==> config.mk <==
export PLATFORM = sky130hd
export DESIGN_NAME = sub_pipe_8
export DESIGN_NICKNAME = d
export VERILOG_FILES = /design/src/rtl/sub_pkg.sv /design/src/rtl/bla_4.sv /design/src/rtl/sub_pipe_8.sv
export SDC_FILE = /design/constraint.sdc
export NUM_CORES = 1
export LEC_CHECK = 0
export BUFFER_PORTS_ARGS = -buffer_cell sky130_fd_sc_hd__buf_4
export CORE_MARGIN = 5
export CORE_UTILIZATION = 51
export CTS_CLUSTER_SIZE = 20
export DETAILED_ROUTE_END_ITERATION = 10
export HOLD_SLACK_MARGIN = 0.1
export PLACE_DENSITY_LB_ADDON = 0.25
export SYNTH_ARGS = -nofsm -noshare
export SYNTH_HDL_FRONTEND = slang
export SYNTH_SLANG_ARGS = --single-unit
==> constraint.sdc <==
create_clock -name clk -period 1.92 [get_ports clk]
set_input_delay 0.192 -clock clk [delete_from_list [all_inputs] [get_ports clk]]
set_output_delay 0.192 -clock clk [all_outputs]
set_load 0.005 [all_outputs]
==> src/rtl/sub_pkg.sv <==
// Shared widths and the first-stage record for the two-stage 8-bit subtractor.
package sub_pkg;

  localparam int NIBBLE_W = 4;
  localparam int DATA_W   = 8;

  // Stage 1 keeps the finished low nibble plus the raw upper operands for stage 2.
  typedef struct packed {
    logic                valid;
    logic [NIBBLE_W-1:0] dlo;
    logic                blo;
    logic [NIBBLE_W-1:0] ahi;
    logic [NIBBLE_W-1:0] bhi;
  } stage1_t;

endpackage

==> src/rtl/bla_4.sv <==
// 4-bit borrow-lookahead subtractor: d = a - b - bin, all borrows formed in parallel.
module bla_4
  import sub_pkg::*;
(
  input  logic [NIBBLE_W-1:0] a,
  input  logic [NIBBLE_W-1:0] b,
  input  logic                bin,
  output logic [NIBBLE_W-1:0] d,
  output logic                bout
);

  logic [NIBBLE_W-1:0] p;
  logic [NIBBLE_W-1:0] g;
  logic [NIBBLE_W:0]   c;

  // A bit borrows when a=0,b=1 and passes an incoming borrow through when a==b.
  assign p = ~(a ^ b);
  assign g = ~a & b;

  assign c[0] = bin;
  assign c[1] = g[0] | (p[0] & bin);
  assign c[2] = g[1] | (p[1] & g[0]) | (p[1] & p[0] & bin);
  assign c[3] = g[2] | (p[2] & g[1]) | (p[2] & p[1] & g[0])
              | (p[2] & p[1] & p[0] & bin);
  assign c[4] = g[3] | (p[3] & g[2]) | (p[3] & p[2] & g[1])
              | (p[3] & p[2] & p[1] & g[0])
              | (p[3] & p[2] & p[1] & p[0] & bin);

  assign d    = a ^ b ^ c[NIBBLE_W-1:0];
  assign bout = c[NIBBLE_W];

endmodule

==> src/rtl/sub_pipe_8.sv <==
// Two-stage valid/ready 8-bit subtractor (low nibble in S1, high nibble in S2).
// Define SUB_PIPE_8_SAT_EN to clamp underflowing results to zero.
module sub_pipe_8
  import sub_pkg::*;
(
  input  logic              clk,
  input  logic              rst,
  input  logic              in_valid,
  output logic              in_ready,
  input  logic [DATA_W-1:0] a,
  input  logic [DATA_W-1:0] b,
  input  logic              bin,
  output logic              out_valid,
  input  logic              out_ready,
  output logic [DATA_W-1:0] d,
  output logic              bout
);

  stage1_t             s1;
  logic                s2_valid;
  logic [DATA_W-1:0]   s2_d;
  logic                s2_bout;

  logic [NIBBLE_W-1:0] lo_d;
  logic                lo_b;
  logic [NIBBLE_W-1:0] hi_d;
  logic                hi_b;
  logic [DATA_W-1:0]   res_d;
  logic                s2_load;

  bla_4 u_lo (
    .a    (a[NIBBLE_W-1:0]),
    .b    (b[NIBBLE_W-1:0]),
    .bin  (bin),
    .d    (lo_d),
    .bout (lo_b)
  );

  bla_4 u_hi (
    .a    (s1.ahi),
    .b    (s1.bhi),
    .bin  (s1.blo),
    .d    (hi_d),
    .bout (hi_b)
  );

  // S2 frees up when empty or being drained; S1 can then always move forward.
  assign s2_load  = ~s2_valid | out_ready;
  assign in_ready = ~s1.valid | s2_load;

`ifdef SUB_PIPE_8_SAT_EN
  assign res_d = hi_b ? '0 : {hi_d, s1.dlo};
`else
  assign res_d = {hi_d, s1.dlo};
`endif

  always_ff @(posedge clk) begin
    if (rst) begin
      s1       <= '0;
      s2_valid <= 1'b0;
      s2_d     <= '0;
      s2_bout  <= 1'b0;
    end else begin
      if (in_ready) begin
        s1.valid <= in_valid;
        if (in_valid) begin
          s1.dlo <= lo_d;
          s1.blo <= lo_b;
          s1.ahi <= a[DATA_W-1:NIBBLE_W];
          s1.bhi <= b[DATA_W-1:NIBBLE_W];
        end
      end
      // Data only moves with a valid record so d keeps its last real value.
      if (s2_load) begin
        s2_valid <= s1.valid;
        if (s1.valid) begin
          s2_d    <= res_d;
          s2_bout <= hi_b;
        end
      end
    end
  end

  assign out_valid = s2_valid;
  assign d         = s2_d;
  assign bout      = s2_bout;

endmodule

* Word-level counts from Yosys, hierarchy flattened
Cells that the tools add are included.
** Storage, ports and cells
- Flip-flop bits (word level) :: 24
- Latch bits :: 0
- Memory bits (writable) :: 0
- Bits in read-only memories :: 0
- Bits of input ports :: 21
- Output and inout port bits :: 11
- Logic and storage cells :: 76
- Memories kept :: 0
** Operators by class
- Add/sub/neg operators :: 0
- $mul :: 0
- Divide/modulo/power cells :: 0
- $lt $le $gt $ge :: 0
- Eq/ne operators :: 0
- Shifts and indexed selects :: 0
- Mux-type cells :: 0
- Bitwise gates (word level) :: 66
- Reduce and logical (&&, ||, !) cells :: 2
** Operators with widths (number)
- 1-bit AND :: 32
- 1-bit bitwise OR :: 22
- 4-bit inverter :: 4
- 4-bit XOR :: 4
- 4-bit AND :: 2
- 2-bit AND reduction :: 2
- 1-bit inverter :: 2

* Logic depth before layout (Yosys ltp)
- Depth after elaboration :: 7
- Depth in mapped cells :: 6
- Gate-level depth less buffers :: 6

* Hierarchy
Synthesis repeated with hierarchy kept, for this count alone.
** Unflattened totals
- Cell total of the unflattened synthesis :: 160
- Area, all modules :: 1425.1 um2
** By module, submodules not included
- sub_pipe_8 :: instances 1, cells an instance 106, area an instance 1024.7 um2, sequential area each 480.5 um2
- bla_4 :: instances 2, cells an instance 27, area an instance 200.2 um2, sequential area each 0.0 um2

* Worst setup path after synthesis
Ideal clock, no wire load.
- Path kind :: reg2reg
- Start :: register s1[4] in the netlist's numbering
- End :: register s2_d[7] (netlist: d[7])
- Library setup time :: 0.086 ns
- Arrival time :: 1.375 ns
- Required time :: 1.834 ns
- Setup slack :: 0.460 ns
- Stages on the path, launching flop included :: 7
- Buffers on the path :: 0
- Period minus slack after synthesis :: 1.460 ns
- Path through :: dfxtp_1 > inv_1 > ha_1 > a211oi_1 > o21bai_1 > xor2_1 > a211oi_1
** Between the ends
- Cells in the longest elaborated chain, start to end :: 6
- Elaborated cells on any way between the ends :: 10
- Those cells by class :: bitwise (10)
** Ends and longest elaborated chain
- start, declared :: line sub_pipe_8.sv:19 : stage1_t s1;
- 4-bit inverter / 4-bit XOR (equally long branches) :: line bla_4.sv:18, bla_4.sv:17
- 4-bit AND / 4-bit inverter (equally long branches) :: line bla_4.sv:18, bla_4.sv:17
- 1-bit AND (on tied branches) :: line bla_4.sv:23, bla_4.sv:24
- 1-bit bitwise OR / 1-bit AND (equally long branches) :: line bla_4.sv:23, bla_4.sv:24
- 1-bit bitwise OR (*) :: line bla_4.sv:24 : | (p[2] & p[1] & p[0] & bin);
- 4-bit XOR (*) :: line bla_4.sv:29 : assign d = a ^ b ^ c[NIBBLE_W-1:0];
- end signal, assigned :: line sub_pipe_8.sv:77 : s2_d <= res_d;
- end, declared :: line sub_pipe_8.sv:21 : logic [DATA_W-1:0] s2_d;
Mark *: on every way between the ends. The rest lies on a longest branch, timed or not.
A chain may end at the register's enable or synchronous reset.

* Worst setup path after layout
Ends and elaborated chain as after synthesis.

==> flow_results.org <==
** Pwr
- Sw frac :: 0.259
- The share of total power dissipated in the clock network is 0.255.
- Post-route total power :: between 1 and 1.5 mW
- Summed over all cells, the static leakage comes to around 0.68 nW.
- Of the total power, combinational logic draws 0.204.
- The share of total power dissipated in sequential elements is 0.541.
- Total power density per cell area :: approximately 700 mW/mm²
- Maximum ir drop on the vdd rail :: approximately 0.00048 V
- The analysis attributes to net switching a power of 264 µW.
- Cell-internal power :: 756 µW

** STA
- The total count of max-transition violations in the final report was 0.
- Worst slew margin relative to its limit :: 0.666
- Final setup TNS :: 0 ns
- Post-layout worst setup margin :: 0.350 ns
- For the pin with the worst max-slew slack, the measured transition is between 0.5 and 0.6 ns.
- Timing would allow up to 637 MHz.
- Fin Clk Skew :: ~0.0011 ns
- Setup violations remaining at the end of the flow were counted as 0.
- Setup repair after global routing missed its margin :: false
- Time the worst path needs with I/O delays and setup :: between 1.5 and 2 ns
- Worst Hold Margin :: 0.114 ns
- Final Hold Vio Count :: 0
- In the finished design, the share of the clock period the worst path needs comes to 0.818.

** Route
- WL final :: approximately 2200 µm
- The first routing iteration left 15 violations.
- Dividing the detail-routed wire length by the instance count gives 10.9 µm.
- Remaining number of nets flagged by the antenna check after routing :: 0
- DR pass1 iterations :: 4
- Ratio of routed vias to standard cells :: approximately 4.9
- Vias :: 961
- Total DRC errors in the routed layout :: 0

** Floorplanning
- Floorplan core area :: around 0.0022 mm²
- The die covers between 0.003 and 0.004 mm².
- Effective utilization at floorplan :: 0.537
- Chip Width :: between 50 and 60 µm
- Standard-cell rows :: 17
- Top-level port count :: 32
- In this run the vertical extent of the chip is approximately 58 µm.

** Critical path
- STA puts the critical path data required time at 2.16 ns.
- Data arrives at the worst endpoint at around 1.8 ns.
- Worst Setup Start Kind :: register
- Reg2reg setup slack :: 0.35 ns
- Of all nets on the critical path, the largest fanout is 3.
- Category of the critical setup timing path :: register to register
- Setup crit end kind :: register

** GRT
- The via count of the first global-routing pass was 847.
- For this run the aggregate overflow at the end of global routing stands at 0.
- Entering global routing, the biggest net connects 25 pins.
- Wire length of the first global-routing pass :: ~3600 µm
- For this run, the total global-route usage over all layers was measured as 0.135.
- The number of antenna violations at the first check in global routing came to 0.

** Logic synthesis
- Yosys reg bits :: 24
- The cell area that synthesis handed to floorplanning was around 0.0012 mm².
- The share of the Yosys chip area taken by registers is 0.405.
- The cell count after synthesis came out at between 100 and 150.
- Per-instance average area after synthesis :: 8.54 µm²
- During synthesis, Yosys emitted a total of 0 warnings.
- Number of distinct library cells after synthesis :: 21
- Counting every net in the synthesized netlist gives 172.

** Clock tree
- The number of setup buffers added after CTS is 0.
- In this run, CTS created clock tree buffers numbering 3.
- Buffer levels on the longest clock path :: 2
- Clk Tree Root Cell :: sky130_fd_sc_hd__clkbuf_4
- Number of levels the H-tree was split into :: 1
- Clock-pin slew of the registers on the worst-case setup and hold paths :: ~0.12 ns
- In this run, post-CTS repair resized a total of 0 instances.
- Clock tree from TritonCTS :: built
- Num Clock Sinks :: 24
- CTS Hold Buffers Added :: 0
- The clock reaches the later pin of the worst-skew pair after between 0.3 and 0.4 ns.

** Placement
- Port buffering added 31 buffers.
- At the end of routability-driven placement, the weighted congestion stood at approximately 0.83.
- Prior to clock tree synthesis, the placed netlist has a worst setup slack of ~0.36 ns.
- Dpl hpwl :: between 1500 and 2000 µm

** Layout
- Number of fill cells :: approximately 190
- End-of-flow core utilization :: 0.661
- Antenna fix cells :: 0
- Final-stage net count :: 203
- Area added between synthesis and finish :: 23.1%
- Of the cells placed in the final design, the portion with a size suffix greater than 1 is 0.219.

** Worst hold path
- Hold crit path type :: input pin to register

** Run status
- The run finished with clean final reports.

** Flow run
- Maximum capacitance violations :: 0
-- state kept, by name, indices dropped and copies added (netlist names) --
signal,flops
out_valid,1
bout,1
res_d,4
s1,10
d,8
-- cells in the mapped netlist --
master / number / area share
sky130_fd_sc_hd__ha_1: 10 / 0.11
sky130_fd_sc_hd__xnor2_1: 4 / 0.030
sky130_fd_sc_hd__fa_1: 2 / 0.034
sky130_fd_sc_hd__a21oi_1: 18 / 0.076
sky130_fd_sc_hd__nor3_1: 1 / 0.0042
sky130_fd_sc_hd__o21bai_1: 2 / 0.013
sky130_fd_sc_hd__a211oi_1: 11 / 0.070
sky130_fd_sc_hd__inv_1: 14 / 0.044
sky130_fd_sc_hd__buf_6: 2 / 0.019
sky130_fd_sc_hd__nand2b_1: 1 / 0.0053
sky130_fd_sc_hd__a21o_1: 2 / 0.013
sky130_fd_sc_hd__xor2_1: 2 / 0.015
sky130_fd_sc_hd__o21ai_0: 2 / 0.0084
sky130_fd_sc_hd__nand2_1: 30 / 0.095
sky130_fd_sc_hd__dfxtp_1: 24 / 0.40
sky130_fd_sc_hd__and2_2: 1 / 0.0063
sky130_fd_sc_hd__clkbuf_1: 2 / 0.0063
sky130_fd_sc_hd__buf_2: 2 / 0.0084
sky130_fd_sc_hd__nor2_1: 7 / 0.022
sky130_fd_sc_hd__and2_1: 1 / 0.0053
sky130_fd_sc_hd__nand3b_4: 1 / 0.017
-- kinds of logic (layout without fill, tap and decap cells) --
group | after synthesis | after routing | synth area share
and+or+nand+nor | 42 | 42 | 0.155
AOI/OAI and AO/OA | 35 | 35 | 0.179
DFF | 24 | 24 | 0.405
buffers and inverters | 20 | 50 | 0.0780
adders and majority gates | 12 | 12 | 0.139
xor gates and xnor gates | 6 | 6 | 0.0443
-- final timing paths --
path / start / end / cells after the start
worst min register to register: d[1] / d[1] / 2
worst min-delay path: a[4] / s1[4] / 3
worst max register to register: s1[4] / d[7] / 6
worst max-delay path: s1[4] / d[7] / 6
-- metal layers --
metal	part of all wire	up-vias	track usage
met2	0.44	28	0.213
met1	0.47	418	0.181
met3	0.078	2	0.0356
met5	0	-	0
met4	0.011	0	0.0397
li1	-	513	-
-- metrics by stage --
stage	std cells	area (µm²)
floorplan	139	1190
global placement	192	1420
detailed placement	192	1420
CTS	196	1450
global route	197	1460
finish	197	1460
-- layout make-up --
type / count / area [µm²] / area share
timing repair buffer: 32 / 243 / 0.166
tap: 28 / 35.0 / 0.0240
inverter: 14 / 52.6 / 0.0360
multi-input combinational: 95 / 614 / 0.420
sequential: 24 / 480 / 0.329
clock buffer: 4 / 36.3 / 0.0248
-- power by group through the flow --
| stage | clock network [mW] | registers (mW) | logic [mW] |
|---|---|---|---|
| after global routing | 0.284 | 0.557 | 0.234 |
| after global placement | 0 | 0.561 | 0.202 |
| after detailed placement | 0 | 0.563 | 0.208 |
| after CTS | 0.265 | 0.552 | 0.208 |
| final | 0.260 | 0.552 | 0.208 |
| after floorplan | 0 | 0.560 | 0.136 |
-- placed cells by master, fill, tap and decap left out --
cell type,count
sky130_fd_sc_hd__o21bai_1,2
sky130_fd_sc_hd__and2_2,1
sky130_fd_sc_hd__a211oi_1,11
sky130_fd_sc_hd__dfxtp_1,24
sky130_fd_sc_hd__nor2_1,7
sky130_fd_sc_hd__nand2_1,30
sky130_fd_sc_hd__nand2b_1,1
sky130_fd_sc_hd__nand3b_4,1
sky130_fd_sc_hd__inv_1,14
sky130_fd_sc_hd__clkbuf_4,3
sky130_fd_sc_hd__dlygate4sd3_1,1
sky130_fd_sc_hd__buf_4,31
sky130_fd_sc_hd__xor2_1,2
sky130_fd_sc_hd__xnor2_1,4
sky130_fd_sc_hd__a21oi_1,18
sky130_fd_sc_hd__fa_1,2
sky130_fd_sc_hd__and2_1,1
sky130_fd_sc_hd__ha_1,10
sky130_fd_sc_hd__clkbuf_8,1
sky130_fd_sc_hd__a21o_1,2
sky130_fd_sc_hd__o21ai_0,2
sky130_fd_sc_hd__nor3_1,1
-- worst max-delay path, cell delays in order (launching register included) --
cell and delay (ns):
sky130_fd_sc_hd__dfxtp_1 0.39, sky130_fd_sc_hd__inv_1 0.08, sky130_fd_sc_hd__ha_1 0.29, sky130_fd_sc_hd__a211oi_1 0.23, sky130_fd_sc_hd__o21bai_1 0.13, sky130_fd_sc_hd__xor2_1 0.15, sky130_fd_sc_hd__a211oi_1 0.22
Power figures use the tool's default switching activity.
